==> src/rtl/pu_msp430_wakeup_pkg.sv <==
// Shared types and helpers for the MSP430 wakeup controller.
// Holds the FSM state type, channel limit and lowest-index priority encoder.
package pu_msp430_wakeup_pkg;

    localparam int WKUP_NCH_MAX = 16;

    typedef enum logic {
        IDLE = 1'b0,
        REQ  = 1'b1
    } wkup_state_e;

    // Returns the index of the lowest set bit; 0 when no bit is set.
    function automatic logic [3:0] wkup_prio_enc(
        input logic [WKUP_NCH_MAX-1:0] v
    );
        logic [3:0] idx;
        idx = '0;
        for (int i = WKUP_NCH_MAX - 1; i >= 0; i--) begin
            if (v[i]) begin
                idx = 4'(i);
            end
        end
        return idx;
    endfunction

endpackage

==> src/rtl/pu_msp430_wakeup_ctrl_sync.sv <==
// Two-flop synchronizer cell with synchronous active-high reset.
// Ports: clk, rst, d (async level in), q (synchronized level out).
module pu_msp430_sync_cell (
    input  logic clk,
    input  logic rst,
    input  logic d,
    output logic q
);

    logic meta;

    always_ff @(posedge clk) begin
        if (rst) begin
            meta <= 1'b0;
            q    <= 1'b0;
        end else begin
            meta <= d;
            q    <= meta;
        end
    end

endmodule

==> src/rtl/pu_msp430_wakeup_ctrl.sv <==
// MSP430 wakeup controller: per-channel edge capture, pending/overflow flags
// and a two-state request FSM serving the lowest-index pending channel.
// Ports: mclk, puc_rst (sync, active-high); wkup_event/en/edge_sel/clear
// per channel; wkup_ack in; wkup_out, wkup_id, wkup_pend, wkup_ovf out.
// Option: define WAKEUP_SYNC_EN to put a 2-flop synchronizer on each input.
module pu_msp430_wakeup_ctrl
    import pu_msp430_wakeup_pkg::*;
#(
    parameter int NCH = 4,
    parameter int IDW = 2
) (
    input  logic           mclk,
    input  logic           puc_rst,
    input  logic [NCH-1:0] wkup_event,
    input  logic [NCH-1:0] wkup_en,
    input  logic [NCH-1:0] wkup_edge_sel,
    input  logic [NCH-1:0] wkup_clear,
    input  logic           wkup_ack,
    output logic           wkup_out,
    output logic [IDW-1:0] wkup_id,
    output logic [NCH-1:0] wkup_pend,
    output logic [NCH-1:0] wkup_ovf
);

    wkup_state_e state;
    wkup_state_e state_nxt;
    logic [IDW-1:0] id_nxt;

    logic [NCH-1:0] s;
    logic [NCH-1:0] s_d;
    logic [NCH-1:0] rise;
    logic [NCH-1:0] fall;
    logic [NCH-1:0] set;
    logic [NCH-1:0] sel_mask;
    logic [NCH-1:0] ack_clr;
    logic [NCH-1:0] clr;
    logic [NCH-1:0] pend_nxt;
    logic [NCH-1:0] ovf_nxt;
    logic [WKUP_NCH_MAX-1:0] pend_ext;
    logic primed;

`ifdef WAKEUP_SYNC_EN
    logic [2:0] prime_sr;

    for (genvar i = 0; i < NCH; i++) begin : g_sync
        pu_msp430_sync_cell u_sync (
            .clk (mclk),
            .rst (puc_rst),
            .d   (wkup_event[i]),
            .q   (s[i])
        );
    end

    // Hold off edge detection until the synchronizer pipeline and s_d
    // have filled, otherwise a level held across reset release would
    // look like a fresh edge two cycles later.
    always_ff @(posedge mclk) begin
        if (puc_rst) begin
            prime_sr <= '0;
        end else begin
            prime_sr <= {prime_sr[1:0], 1'b1};
        end
    end

    assign primed = prime_sr[2];
`else
    assign s = wkup_event;

    always_ff @(posedge mclk) begin
        if (puc_rst) begin
            primed <= 1'b0;
        end else begin
            primed <= 1'b1;
        end
    end
`endif

    assign rise = s & ~s_d;
    assign fall = ~s & s_d;
    assign set  = ((wkup_edge_sel & rise) | (~wkup_edge_sel & fall))
                & wkup_en & {NCH{primed}};

    assign sel_mask = NCH'(1) << wkup_id;
    assign ack_clr  = (state == REQ && wkup_ack) ? sel_mask : '0;
    assign clr      = wkup_clear | ack_clr;

    // Set beats clear so an edge coinciding with ack/clear is kept.
    assign pend_nxt = (wkup_pend & ~clr) | set;
    assign ovf_nxt  = (wkup_ovf & ~wkup_clear)
                    | (set & wkup_pend & ~clr);

    assign pend_ext = WKUP_NCH_MAX'(wkup_pend);

    always_comb begin
        state_nxt = state;
        id_nxt    = wkup_id;
        unique case (state)
            IDLE: begin
                if (|wkup_pend) begin
                    state_nxt = REQ;
                    id_nxt    = IDW'(wkup_prio_enc(pend_ext));
                end
            end
            REQ: begin
                // Leaving on ack always passes through IDLE, which
                // guarantees the low gap between requests.
                if (wkup_ack || !(|(pend_nxt & sel_mask))) begin
                    state_nxt = IDLE;
                end
            end
            default: begin
                state_nxt = IDLE;
            end
        endcase
    end

    always_ff @(posedge mclk) begin
        if (puc_rst) begin
            state     <= IDLE;
            wkup_id   <= '0;
            wkup_out  <= 1'b0;
            wkup_pend <= '0;
            wkup_ovf  <= '0;
            s_d       <= '0;
        end else begin
            state     <= state_nxt;
            wkup_id   <= id_nxt;
            wkup_out  <= (state_nxt == REQ);
            wkup_pend <= pend_nxt;
            wkup_ovf  <= ovf_nxt;
            s_d       <= s;
        end
    end

endmodule

==> config.mk <==
export PLATFORM = sky130hd
export DESIGN_NAME = pu_msp430_wakeup_ctrl
export DESIGN_NICKNAME = d
export VERILOG_FILES = /design/src/rtl/pu_msp430_wakeup_pkg.sv /design/src/rtl/pu_msp430_wakeup_ctrl_sync.sv /design/src/rtl/pu_msp430_wakeup_ctrl.sv
export SDC_FILE = /design/constraint.sdc
export NUM_CORES = 1
export LEC_CHECK = 0
export ABC_AREA = 1
export BUFFER_PORTS_ARGS = -buffer_cell sky130_fd_sc_hd__buf_2
export CAP_MARGIN = 0
export CORE_MARGIN = 5
export CORE_UTILIZATION = 35
export CTS_BUF_LIST = sky130_fd_sc_hd__clkbuf_8
export DETAILED_ROUTE_END_ITERATION = 7
export GPL_ROUTABILITY_DRIVEN = 1
export PLACE_DENSITY = 0.61
export SYNTH_ARGS = -nofsm -noshare
export SYNTH_HDL_FRONTEND = slang
export SYNTH_SLANG_ARGS = --single-unit
==> constraint.sdc <==
create_clock -name mclk -period 1.1 [get_ports mclk]
set_input_delay 0.165 -clock mclk [delete_from_list [all_inputs] [get_ports mclk]]
set_output_delay 0.165 -clock mclk [all_outputs]
set_load 0.02 [all_outputs]
Yosys cells after proc, flatten, opt, wreduce, memory -nomap -nowiden --
Index checks and enable logic that the tools add are counted.
Storage, ports and cells: output and inout port bits 11, input bits 19, register bits 16, logic and storage cells 43
Operators by class: shifts and indexed selects 1, mux-type cells 9, bitwise operators 21, reduce and logical (&&, ||, !) cells 6
Operators with widths (count):
- 4-bit AND | 11
- 4-bit NOT | 5
- 4-bit OR | 4
- 2-bit two-way mux | 4
- 4-bit OR reduction | 2
- 4-bit two-way mux | 1
- 1-bit by 2-bit left shift with 4-bit output, first input constant | 1
- 1-bit two-way mux | 3
- 1-bit case mux with 2 select lines | 1
- 2-bit AND reduction | 1
- 1-bit logical AND | 1
- 1-bit logical NOT | 1
- 1-bit logical OR | 1
- 1-bit NOT | 1

Longest topological paths before layout --
depth after elaboration 13, depth in mapped cells 9, depth with buffers taken out 9

Worst setup path after synthesis --
OpenSTA, ideal clock, no wires.
kind reg2reg, start register wkup_id[0], end register state, data required time 968 ps, cell stages (with the launch flop) 10, buffers on the path 0, arrival 1117 ps, slack -150 ps, period minus slack after synthesis 1250 ps, library setup time 132 ps, cells stage by stage dfxtp_1 -> inv_1 -> nor2_2 -> nand2_1 -> nand3_2 -> nand2_1 -> nand2_1 -> nand2_1 -> o21ai_1 -> a21oi_1
On the way: cells in the longest elaborated chain, start to end 12
Ends and longest elaborated chain:
- start: declaration | line pu_msp430_wakeup_ctrl.sv:20 | output logic [IDW-1:0] wkup_id,
- start signal: assignment | line pu_msp430_wakeup_ctrl.sv:127 | wkup_id <= id_nxt;
- 1-bit by 2-bit left shift with 4-bit output (*) | line pu_msp430_wakeup_ctrl.sv:83 | assign sel_mask = NCH'(1) << wkup_id;
- 4-bit two-way mux | line pu_msp430_wakeup_ctrl.sv:84 | assign ack_clr = (state == REQ && wkup_ack) ? sel_mask : '0;
- 4-bit OR | line pu_msp430_wakeup_ctrl.sv:85 | assign clr = wkup_clear | ack_clr;
- 4-bit NOT | line pu_msp430_wakeup_ctrl.sv:88 | assign pend_nxt = (wkup_pend & ~clr) | set;
- 4-bit AND | line pu_msp430_wakeup_ctrl.sv:88
- 4-bit OR | line pu_msp430_wakeup_ctrl.sv:88
- 4-bit AND (*) | line pu_msp430_wakeup_ctrl.sv:107 | if (wkup_ack || !(|(pend_nxt & sel_mask))) begin
- 4-bit OR reduction (*) | line pu_msp430_wakeup_ctrl.sv:107
- 1-bit logical NOT (*) | line pu_msp430_wakeup_ctrl.sv:107
- 1-bit logical OR (*) | line pu_msp430_wakeup_ctrl.sv:107
- 1-bit two-way mux (*) | line pu_msp430_wakeup_ctrl.sv:107
- 1-bit case mux with 2 select lines (*) | line pu_msp430_wakeup_ctrl.sv:97 | unique case (state)
- end signal: assignment | line pu_msp430_wakeup_ctrl.sv:126 | state <= state_nxt;
- end: declaration | line pu_msp430_wakeup_ctrl.sv:25 | wkup_state_e state;
Every way passes the cells marked *; elsewhere a longest branch is shown, timed or not. A chain may end at the register's enable or synchronous reset.

Worst setup path after layout --
Ends and elaborated chain as after synthesis.

==> flow_summary.toml <==
[status]
status = "finished, violations left"
violations = "negative setup slack"

[power_and_ir_drop]
peakVddDrop_v = 0.000743
clkPwrFrac_pct = 33.1
p_sw_share_pct = 27.3
powerDensity_nw_per_um2 = 1150
p_sw_uw = 358
p_int_uw = 952
p_leak_nw = 0.618
p_total_mw = 1.31
comb_power_share_pct = 18.1
seqPwrFrac_pct = 48.8

[timing]
fin_ws_ns = -0.0623
final_hold_viol_count = 0
rsz0062_at_grt = "yes"
slew_viol_final = 0
finalCriticalPeriod_ns = 1.16
relSlewSlack_pct = 79.0
finClkSkew_ns = 0.00269
fin_hold_ws_ns = 0.0906
fmax_ghz = 0.860
setup_viol = 1
worst_pin_slew_ns = 0.315
fin_crit_sh_pct = 106

[synth]
yosys-top-cells-area = "dfxtp_1 40%, nand2_1 16%, inv_1 13%"
ys_seq_area_share_pct = 39.8
synth_cell_type_count = 17
synth_top_area_share_pct = 39.8
mappedNetlistNets = 143
postSynthCellCount = 124
yosys_warnings = 0
postSynthAreaPerCell_um2 = 6.50
ys_ff_latch = 16
synth_area_um2 = 806
yosysTopAreaCell = "dfxtp_1"

[global_route]
grt.overflow.total = 0
grt_first_pass_wirelength_um = 3230
grt_use_total_pct = 12.3
grt_max_degree = 17
antenna_found_initial = 0
grt_pass1_vias = 803

[final_layout]
final_cells = 189
post-route-util_pct = 51.6
seq_area_um2 = 337
fillers = 229
area_growth_pct = 41.8
diodes = 0
drive_above_1_share_pct = 44.1
final_cell_area_um2 = 1140
nets = 181
multiInputGateArea_um2 = 420

[clock_network]
clk_pin_slew_ns = 0.06
clkLatencyLatePin_ns = 0.24
cts_buffer_depth = 2
cts_sinks = 16
cts_max_level = 1
cts_tree = "yes"
cts_inserted_buffers = 3
cts-root-buf = "clkbuf_8"

[run]
max_cap_violations = 0

[floorplanning]
io-pin-count = 30
core_area_um2 = 2210
start_util_pct = 36.4
dieArea_um2 = 3360
row_count = 17
die_h_um = 58.0
dieWidth_um = 58.0

[worst_setup_path]
arrival_ns = 1.28
path_class = "reg2reg"
crit_top_cell = "nand2_2"
cpPeakStageDelay_ns = 0.40
cp.required_ns = 1.22
worst_setup_path_start_kind = "flip-flop"
cp-end-kind = "flip-flop"
cp_max_fo = 5
crit_path_top_delay_cell = "dfxtp_4"
path_cells = "inv_4, nor2_4, nand2_2, nand3_2, nand2_2, nand2_2, nand2_2, o21ai_2, a21oi_1"

[route]
vias_per_cell = 4.53
wire_per_inst_um = 10.3
post-route-drc-count = 0
drtIter0Drc = 18
antenna_left = 0
drt_wl_total_um = 1940
vias = 857
dr.pass1.iters = 6

[placement]
placed_area_um2 = 1010
portBuffers = 29
dpl.hpwl_um = 1500
place_inst = 182
gp_congestion = 0.783

[min_path]
hold_path.class = "in2reg"
-- cells by family after synthesis --
family                 share of synthesized area (%)
AO/OA/AOI/OAI                                   10.2
AND/OR/NAND/NOR                                 35.1
flip-flops                                      39.8
buffers and inverters                           14.9
-- cell usage in the layout (no fill, tap or decap) --
cell type / netlist / routed
o21ai_1: 1 / 1
clkbuf_8: 0 / 3
inv_2: 2 / 3
o21ai_2: 0 / 2
dfxtp_1: 16 / 9
a31oi_1: 4 / 4
nand3b_1: 1 / 1
nor2_1: 12 / 11
clkinv_1: 1 / 1
nor2_4: 0 / 3
a211oi_1: 1 / 1
inv_1: 27 / 26
nand3_2: 6 / 7
inv_4: 0 / 1
nand2_1: 34 / 24
nor3_1: 5 / 5
buf_2: 0 / 29
nand2_2: 0 / 10
dfxtp_2: 0 / 4
buf_4: 0 / 6
a21oi_1: 7 / 7
dfxtp_4: 0 / 3
-- critical path: cells and delay by family, from the launching register on --
family                 cells  cell delay [ns]
AOI/OAI and AO/OA          2             0.16
buffers and inverters      1             0.05
DFF                        1             0.40
and+or+nand+nor            6             0.42
-- worst paths after layout --
check / slack, ns / cells past startpoint / start / end
min reg2reg: 0.51 / 2 / wkup_ovf[2] / wkup_ovf[2]
max: -0.06 / 9 / wkup_id[0] / state
min: 0.09 / 2 / wkup_clear[3] / wkup_ovf[3]
max reg2reg: -0.06 / 9 / wkup_id[0] / state
-- cell usage after synthesis --
library cell and number:
nand3_2 6, a21oi_1 7, nor2_1 12, nand3b_1 1, o21ai_1 1, dfxtp_1 16, nor3_1 5, inv_1 27
nand3_1 1, o21ai_0 2, a31oi_1 4, nand2_1 34, clkbuf_1 2, clkinv_1 1, inv_2 2, nor2_2 2
a211oi_1 1
-- metrics by stage --
stage	setup WS [ns]	TNS (ns)
floorplan	0.00524	0
global placement	-0.0654	-0.0654
detailed placement	-0.0757	-0.0757
CTS	-0.0702	-0.0702
global route	-0.150	-0.271
finish	-0.0623	-0.0623
-- power by group through the flow --
| stage | Clock [mW] | Combinational (mW) | Sequential (mW) |
|---|---|---|---|
| detailed placement | 0 | 0.200 | 0.642 |
| global placement | 0 | 0.196 | 0.640 |
| floorplan | 0 | 0.103 | 0.659 |
| global route | 0.477 | 0.267 | 0.643 |
| CTS | 0.451 | 0.213 | 0.633 |
| finish | 0.434 | 0.237 | 0.639 |
-- per-layer routing --
| metal | wire length, um | vias up | share of wire (%) | track usage [%] |
|---|---|---|---|---|
| met5 | 0 | - | 0 | 0 |
| met4 | 12 | 0 | 0.62 | 3.97 |
| met3 | 104 | 2 | 5.4 | 3.12 |
| met2 | 1050 | 20 | 54 | 21.9 |
| met1 | 778 | 384 | 40 | 14.2 |
| li1 | - | 451 | - | - |
-- flip-flops by register name (all words and copies together) (netlist names) --
register,count
primed,1
s_d,4
state,1
wkup_id,2
wkup_ovf,4
wkup_pend,4
-- layout make-up --
class | instances | area share (%)
clock buffers | 3 | 3.61
well taps | 28 | 3.07
multi-input cells | 76 | 36.8
flip-flops and latches | 16 | 29.5
clock inverters | 1 | 0.329
repair buffers | 35 | 16.6
inverters | 30 | 10.1
-- what timing repair did --
item	in CTS	in global routing
gates resized for setup	4	22
hold buffers	0	0
setup buffers	2	1
setup endpoints to repair	1	5
gates cloned	0	0
pin swaps	4	15
Power figures use the tool's default switching activity.
